===== src/rtl/gate_request_issuer.sv =====
// gate_request_issuer: scan FIFO plus request/response sequencer for the gate.
// Optional response timeout is enabled by defining GATE_TIMEOUT_EN.
module gate_request_issuer #(
    parameter int DEPTH       = 4,
    parameter int OPEN_CYCLES = 8,
    parameter int TIMEOUT     = 15
) (
    input  logic                   Clock,
    input  logic                   Clear,
    input  logic                   Scan_Valid,
    input  logic                   Scan_Exit,
    input  logic [1:0]             Scan_P,
    input  logic [1:0]             Scan_E,
    output logic                   Scan_Drop,
    output logic                   Req_Valid,
    input  logic                   Req_Ready,
    output logic                   Req_Exit,
    output logic [1:0]             Req_P,
    output logic [1:0]             Req_E,
    input  logic                   Rsp_Valid,
    input  logic                   Rsp_Grant,
    output logic                   Gate_Open,
    output logic                   Deny_LED,
    output logic                   Timeout_Err,
    output logic [$clog2(DEPTH):0] Fifo_Count,
    output logic                   Busy
);

    localparam int AW = $clog2(DEPTH);
    localparam logic [AW:0] FULL = (AW + 1)'(DEPTH);
    localparam logic [7:0] OPEN_LOAD = 8'(OPEN_CYCLES);

    typedef enum logic [1:0] {
        IDLE,
        ISSUE,
        WAIT,
        OPEN
    } state_t;

    state_t state, state_nx;

    logic [4:0]    mem [DEPTH];
    logic [AW-1:0] wr_ptr, rd_ptr;
    logic [AW:0]   count;
    logic [7:0]    open_cnt;
    logic          push, pop;
    logic          rsp_grant, rsp_deny, tmo;
    logic          drop_q, deny_q, tmo_q;

    assign pop       = (state == ISSUE) & Req_Ready;
    assign push      = Scan_Valid & ((count != FULL) | pop);
    assign rsp_grant = (state == WAIT) & Rsp_Valid & Rsp_Grant;
    assign rsp_deny  = (state == WAIT) & Rsp_Valid & ~Rsp_Grant;

`ifdef GATE_TIMEOUT_EN
    localparam logic [7:0] TMO_LAST = 8'(TIMEOUT - 1);
    logic [7:0] wait_cnt;

    // Wait counter: held at zero outside WAIT so it restarts on each entry.
    always_ff @(posedge Clock or posedge Clear) begin
        if (Clear) begin
            wait_cnt <= '0;
        end else if (state != WAIT) begin
            wait_cnt <= '0;
        end else begin
            wait_cnt <= wait_cnt + 8'd1;
        end
    end

    // A response on the expiry edge wins over the timeout.
    assign tmo = (state == WAIT) & ~Rsp_Valid & (wait_cnt == TMO_LAST);
`else
    assign tmo = 1'b0;
`endif

    // Storage array; contents need no reset because the pointers define validity.
    always_ff @(posedge Clock) begin
        if (push) begin
            mem[wr_ptr] <= {Scan_Exit, Scan_P, Scan_E};
        end
    end

    // FIFO pointers and occupancy.
    always_ff @(posedge Clock or posedge Clear) begin
        if (Clear) begin
            wr_ptr <= '0;
            rd_ptr <= '0;
            count  <= '0;
        end else begin
            if (push) begin
                wr_ptr <= wr_ptr + 1'b1;
            end
            if (pop) begin
                rd_ptr <= rd_ptr + 1'b1;
            end
            if (push & ~pop) begin
                count <= count + 1'b1;
            end else if (pop & ~push) begin
                count <= count - 1'b1;
            end
        end
    end

    // Gate-open down-counter, loaded on grant.
    always_ff @(posedge Clock or posedge Clear) begin
        if (Clear) begin
            open_cnt <= '0;
        end else if (rsp_grant) begin
            open_cnt <= OPEN_LOAD;
        end else if ((state == OPEN) && (open_cnt != 8'd1)) begin
            open_cnt <= open_cnt - 8'd1;
        end
    end

    // Registered one-cycle indicator pulses.
    always_ff @(posedge Clock or posedge Clear) begin
        if (Clear) begin
            drop_q <= 1'b0;
            deny_q <= 1'b0;
            tmo_q  <= 1'b0;
        end else begin
            drop_q <= Scan_Valid & ~push;
            deny_q <= rsp_deny | tmo;
            tmo_q  <= tmo;
        end
    end

    // FSM state register.
    always_ff @(posedge Clock or posedge Clear) begin
        if (Clear) begin
            state <= IDLE;
        end else begin
            state <= state_nx;
        end
    end

    // FSM next-state and state-decoded outputs.
    always_comb begin
        state_nx  = state;
        Req_Valid = 1'b0;
        Gate_Open = 1'b0;
        Busy      = (state != IDLE);
        unique case (state)
            IDLE: begin
                if (count != '0) begin
                    state_nx = ISSUE;
                end
            end
            ISSUE: begin
                Req_Valid = 1'b1;
                if (Req_Ready) begin
                    state_nx = WAIT;
                end
            end
            WAIT: begin
                if (rsp_grant) begin
                    state_nx = OPEN;
                end else if (rsp_deny | tmo) begin
                    state_nx = IDLE;
                end
            end
            OPEN: begin
                Gate_Open = 1'b1;
                if (open_cnt == 8'd1) begin
                    state_nx = IDLE;
                end
            end
            default: state_nx = IDLE;
        endcase
    end

    assign {Req_Exit, Req_P, Req_E} = Req_Valid ? mem[rd_ptr] : 5'd0;
    assign Scan_Drop   = drop_q;
    assign Deny_LED    = deny_q;
    assign Timeout_Err = tmo_q;
    assign Fifo_Count  = count;

endmodule


===== config.mk =====
export PLATFORM = sky130hd
export DESIGN_NAME = gate_request_issuer
export DESIGN_NICKNAME = d
export VERILOG_FILES = /design/src/rtl/gate_request_issuer.sv
export SDC_FILE = /design/constraint.sdc
export NUM_CORES = 1
export LEC_CHECK = 0
export ABC_AREA = 1
export CORE_MARGIN = 8
export CORE_UTILIZATION = 49
export DETAILED_ROUTE_END_ITERATION = 12
export PLACE_DENSITY = 0.85
export SLEW_MARGIN = 25
export SYNTH_ARGS = -nofsm -noshare
export SYNTH_HDL_FRONTEND = slang
export SYNTH_SLANG_ARGS = --single-unit
export TNS_END_PERCENT = 20

===== constraint.sdc =====
create_clock -name Clock -period 2.15 [get_ports Clock]
set_clock_uncertainty 0.1 [all_clocks]
set_input_delay 0.3225 -clock Clock [delete_from_list [all_inputs] [get_ports Clock]]
set_output_delay 0.3225 -clock Clock [all_outputs]
set_load 0.02 [all_outputs]

---- After elaboration in Yosys (flattened, before gate mapping) ----
Memories as Yosys holds them, arrays and structs flattened.
Cells that the tools add are included.
cells by class
  $add $sub $neg .......................... 5
  bitwise operators ....................... 12
  mux-type cells .......................... 15
  equal/unequal tests ..................... 10
  reduce and logical (&&, ||, !) cells .... 7
operators with widths
  kind                                                                      number
  8-bit two-way mux                                                         2
  2-bit two-way mux                                                         5
  1-bit AND                                                                 8
  8-bit by 1-bit equality test with 1-bit output (second input constant)    1
  8-bit by 1-bit inequality test with 1-bit output (second input constant)  1
  2-bit case mux with 4 select lines                                        1
  8-bit by 1-bit subtractor with 8-bit output (second input constant)       1
  3-bit two-way mux                                                         2
  3-bit inequality test (second input constant)                             2
  2-bit nonzero test                                                        3
  5-bit two-way mux                                                         1
  2-bit by 1-bit adder with 2-bit output (second input constant)            2
  2-bit equality test (second input constant)                               2
  1-bit two-way mux                                                         4
  2-bit inequality test (second input constant)                             2
  4-bit AND reduction                                                       1
  3-bit by 1-bit adder with 3-bit output (second input constant)            1
  1-bit inverter                                                            3
  3-bit nonzero test                                                        1
  3-bit by 1-bit subtractor with 3-bit output (second input constant)       1
  2-bit by 1-bit equality test with 1-bit output (second input constant)    1
  2-bit zero test                                                           1
  2-bit by 1-bit inequality test with 1-bit output (second input constant)  1
  1-bit logical AND                                                         1
  1-bit bitwise OR                                                          1
word-level totals
  memories kept ........................... 1
  flip-flop bits (word level) ............. 19
  bits of input ports ..................... 11
  RAM bits ................................ 20
  logic and storage cells ................. 57
memory list
  memory  words  bits a word  read ports  clocked after memory_dff  write ports  line  source
  mem     4      5            1           0                         1            42    logic [4:0] mem [DEPTH];

---- Longest topological paths before layout ----
  word-level depth ........................ 8
  depth in mapped cells ................... 12

---- Worst setup path after synthesis ----
No wires, ideal clock.
  path type ............................... register to register
  start point ............................. register state[1]
  end point ............................... register count[2] (netlist: Fifo_Count[2])
  clock period less this slack ............ 2.215 ns
  stages on the path, launching flop included .. 12
  arrival ................................. 1.984 ns
  data required time ...................... 1.919 ns
  buffers on the path ..................... 0
  slack ................................... -0.065 ns
  library setup time ...................... 0.131 ns
  cell sequence ........................... dfrtp_1 -> nor2_2 -> nand2_2 -> nand3_2 -> nand2_2 -> inv_2 -> ha_1 -> inv_1 -> fa_1 -> a21oi_1 -> o21ai_0 -> xor2_1
between the ends
  cells in the longest elaborated chain, start to end .. 7
  elaborated cells on any way between the ends .. 10
  classes of those cells .................. eq/ne: 1; mux: 1; bitwise: 7; reduce/logical: 1
ends and longest elaborated chain
  what                                                line  source
  start, declared                                     40    state_t state, state_nx;
  start signal, assigned                              133   state <= state_nx;
  2-bit by 1-bit equality test with 1-bit output (*)  50    assign pop = (state == ISSUE) & Req_Ready;
  1-bit AND (*)                                       50
  1-bit bitwise OR (*)                                51    assign push = Scan_Valid & ((count != FULL) | pop);
  1-bit AND (*)                                       51
  via push                                            46    logic push, pop;
  1-bit inverter                                      98    end else if (pop & ~push) begin
  1-bit AND                                           98
  2-bit nonzero test (no source line)                 --
  end signal, assigned                                97    count <= count + 1'b1;
  end signal, assigned                                99    count <= count - 1'b1;
  end, declared                                       44    logic [AW:0] count;
The timed path passes the listed nets; every way through them passes the cells marked *.
A chain may end at the register's enable or synchronous reset.

---- Worst setup path after layout ----
  start point ............................. register state[1]
  end point ............................... output port Gate_Open
between the ends
  cells in the longest elaborated chain, start to end .. 2
ends and longest elaborated chain
  what                 line  source
  2-bit equality test  143   unique case (state)
  1-bit two-way mux    143
  end, declared        22    output logic Gate_Open,
Every way passes these cells.

==> key figures <==
Synth
  – Post-Syn Instances: 201
  – Syn nets: 220
  – Synth Cell Area: 0.00193 mm²
  – Number of synthesized flops with an enable pin: 20
  – Seq cells post-synth: 39
  – Post-synthesis sequential area ratio: 0.558
  – Prevailing post-synth register cell: edfxtp_1
  – Cell taking the most area after synthesis: edfxtp_1
  – Top post-synthesis cells by area: edfxtp_1, dfrtp_1, nor2_1
  – Number of distinct library cells after synthesis: 30
  – Mean Syn Cell Area: 9.59 µm²
  – Ys Warns: 0
  – Fraction of registers with async set/reset: 0.487
  – Area share of the largest cell type after synthesis: 0.311

Placement
  – Global placement routability congestion: 0.812
  – Dpl hpwl: 2.86 mm
  – Placement Cell Area: 0.00232 mm²
  – Placed Cells incl. Taps: 285
  – Port Buffers: 23
  – Setup Slack @ Placement: -0.157 ns

Timing
  – Hold slack: 0.232 ns
  – Slew Viols, Final: 0
  – Finish-stage setup viols: 0
  – Final Hold Viols: 0
  – Fmax: 485 MHz
  – Tcrit/Tclk final: 0.959
  – Fin crit period: 2.06 ns
  – Final Worst Setup Slack: 0.0875 ns

Critical path
  – Worst path required time: 1.73 ns
  – Startpoint Class: flip-flop
  – Worst Reg-to-Reg Cells: 12
  – CP Class: flip-flop to primary output
  – Crit. End Element: primary output
  – Worst Path Arrival: 1.64 ns
  – Worst-path fanout max: 4

Power and ir drop
  – Worst VDD drop: 0.742 mV
  – LEAKAGE: 1.08 nW
  – Final Power: 3.37 mW
  – Pwr Density: 1400 mW/mm²

Clocking
  – H-tree depth: 2
  – Max clock buf depth: 2
  – CTS sink cnt: 39
  – Clock transition at the registers of the reported paths: 0.08 ns
  – Clock Root Buffer: clkbuf_8
  – CTS tree: done
  – CTS Buf Count: 5
  – Clock latency on the worst-skew pair: 0.30 ns

Cells and area
  – Diode count: 0
  – Finished Layout Cells: 294
  – Most frequent cells in the layout: nor2_1, nand2_1, inv_1
  – Layout cells sized above 1: 0.168
  – Most common cell after layout, fill and taps aside: nor2_1
  – Finished layout cell area: 0.00240 mm²
  – Area growth, synth to finish: 24.7%
  – Fillers: 317
  – Nets: 262

Global route
  – Initial antenna violation count: 0
  – Number of global-route vias before repair: 1398
  – Largest net degree at the start of global routing: 20
  – GR Overflow Total: 0
  – All-Layer GR Usage: 0.130
  – First-pass GRT wire length: 6.31 mm

Status
  – Status: completed

Route
  – Via count: 1470
  – TritonRoute pass-1 iters: 4
  – DRC: 0
  – DRT antenna net count: 0
  – Vias per cell: 5.00
  – DR iter-0 viols: 108
  – Wire per inst: 13.3 µm
  – Detailed Route WL: 3.91 mm

Floorplanning
  – Initial Util: 0.496
  – Placement Rows: 23
  – Core area: 0.00388 mm²
  – I/O pin cnt: 25
  – Die ar.: 0.00620 mm²
  – Width of the die: 78.7 µm
  – Die Y: 78.7 µm

Worst hold path
  – Hold WC Path Type: input pin to async pin

Flow run
  – Total of max-cap violations: 0
-- repair_timing --
item | in CTS | in global routing
setup buffers | 0 | 1
setup endpoints to repair | 5 | 2
resized for setup | 5 | 3
hold buffers | 0 | 0
cloned | 0 | 0
-- sequential cells by signal (all words and copies together) (netlist names) --
| register | cells |
|---|---|
| rd_ptr | 2 |
| Fifo_Count | 3 |
| wr_ptr | 2 |
| state | 2 |
| mem | 20 |
| open_cnt | 8 |
| Deny_LED | 1 |
| Scan_Drop | 1 |
-- synthesized netlist by cell type (2+ instances only) --
cell and n:
buf_2 2, nand2_1 28, xor2_1 6, a21oi_1 6, inv_2 4, nand2_2 3, ha_1 7, inv_1 22
edfxtp_1 20, dfrtp_1 19, o21ai_0 12, nor2_2 3, nand3_1 10, nand4_1 3, o21ai_1 6, nor2_1 36
-- final timing paths --
path                            slack, ns                   from                        end
worst max-delay path                 0.09   state[1]$_DFFE_PP0P_                  Gate_Open
min in group Clock                   0.43  rd_ptr[1]$_DFFE_PP0P_      rd_ptr[1]$_DFFE_PP0P_
max in group asynchronous            1.51                  Clear      rd_ptr[1]$_DFFE_PP0P_
worst min register to register       0.43  rd_ptr[1]$_DFFE_PP0P_      rd_ptr[1]$_DFFE_PP0P_
worst max register to register       0.11   state[0]$_DFFE_PP0P_  Fifo_Count[2]$_DFFE_PP0P_
worst min-delay path                 0.23                  Clear       state[1]$_DFFE_PP0P_
-- cells by family (layout without fill, tap and decap cells) --
| group | Yosys count | count (layout) | synth area share |
|---|---|---|---|
| adder cells (fa/ha/maj) | 8 | 8 | 0.0558 |
| flip-flops | 39 | 39 | 0.558 |
| other | 1 | 1 | 0.00194 |
| multiplexers | 1 | 1 | 0.00584 |
| AO/OA/AOI/OAI | 26 | 26 | 0.0746 |
| XOR/XNOR | 7 | 7 | 0.0318 |
| buffers and inverters | 30 | 73 | 0.0616 |
| AND/OR/NAND/NOR | 89 | 89 | 0.210 |
-- worst max-delay path, cell delays in order (launching register included) --
cell and delay (ns):
dfrtp_1 0.41, buf_4 0.15, nand2_1 0.08, inv_2 0.08, clkdlybuf4s50_1 0.61
-- report_power, final --
group          switching (mW)  internal (mW)  total [mW]
Clock                   0.274          0.226       0.499
Sequential              0.170           1.03        1.20
Combinational           0.981          0.689        1.67
-- routing by layer --
metal	share of wire	wire length, µm	track usage
met5	0	0	0
met4	0.025	97	0.0741
met3	0.051	200	0.0384
met2	0.48	1880	0.205
met1	0.44	1730	0.156
-- metrics by stage --
stage	utilization	TNS, ns
2_1_floorplan	-	0
3_3_place_gp	0.596	-0.127
3_5_place_dp	0.596	-0.229
4_1_cts	0.618	0
5_1_grt	0.619	-0.00235
6_report	0.619	0
-- cell type report --
class	instances	area (µm²)	share of cell area
Timing Repair Buffer	39	340	0.142
Clock inverter	3	20.0	0.00833
Inverter	26	97.6	0.0406
Tap cell	50	62.6	0.0260
Clock buffer	5	68.8	0.0286
Multi-Input combinational cell	132	738	0.307
Sequential cell	39	1080	0.448
Note: power is estimated with default switching activity, not from simulation.
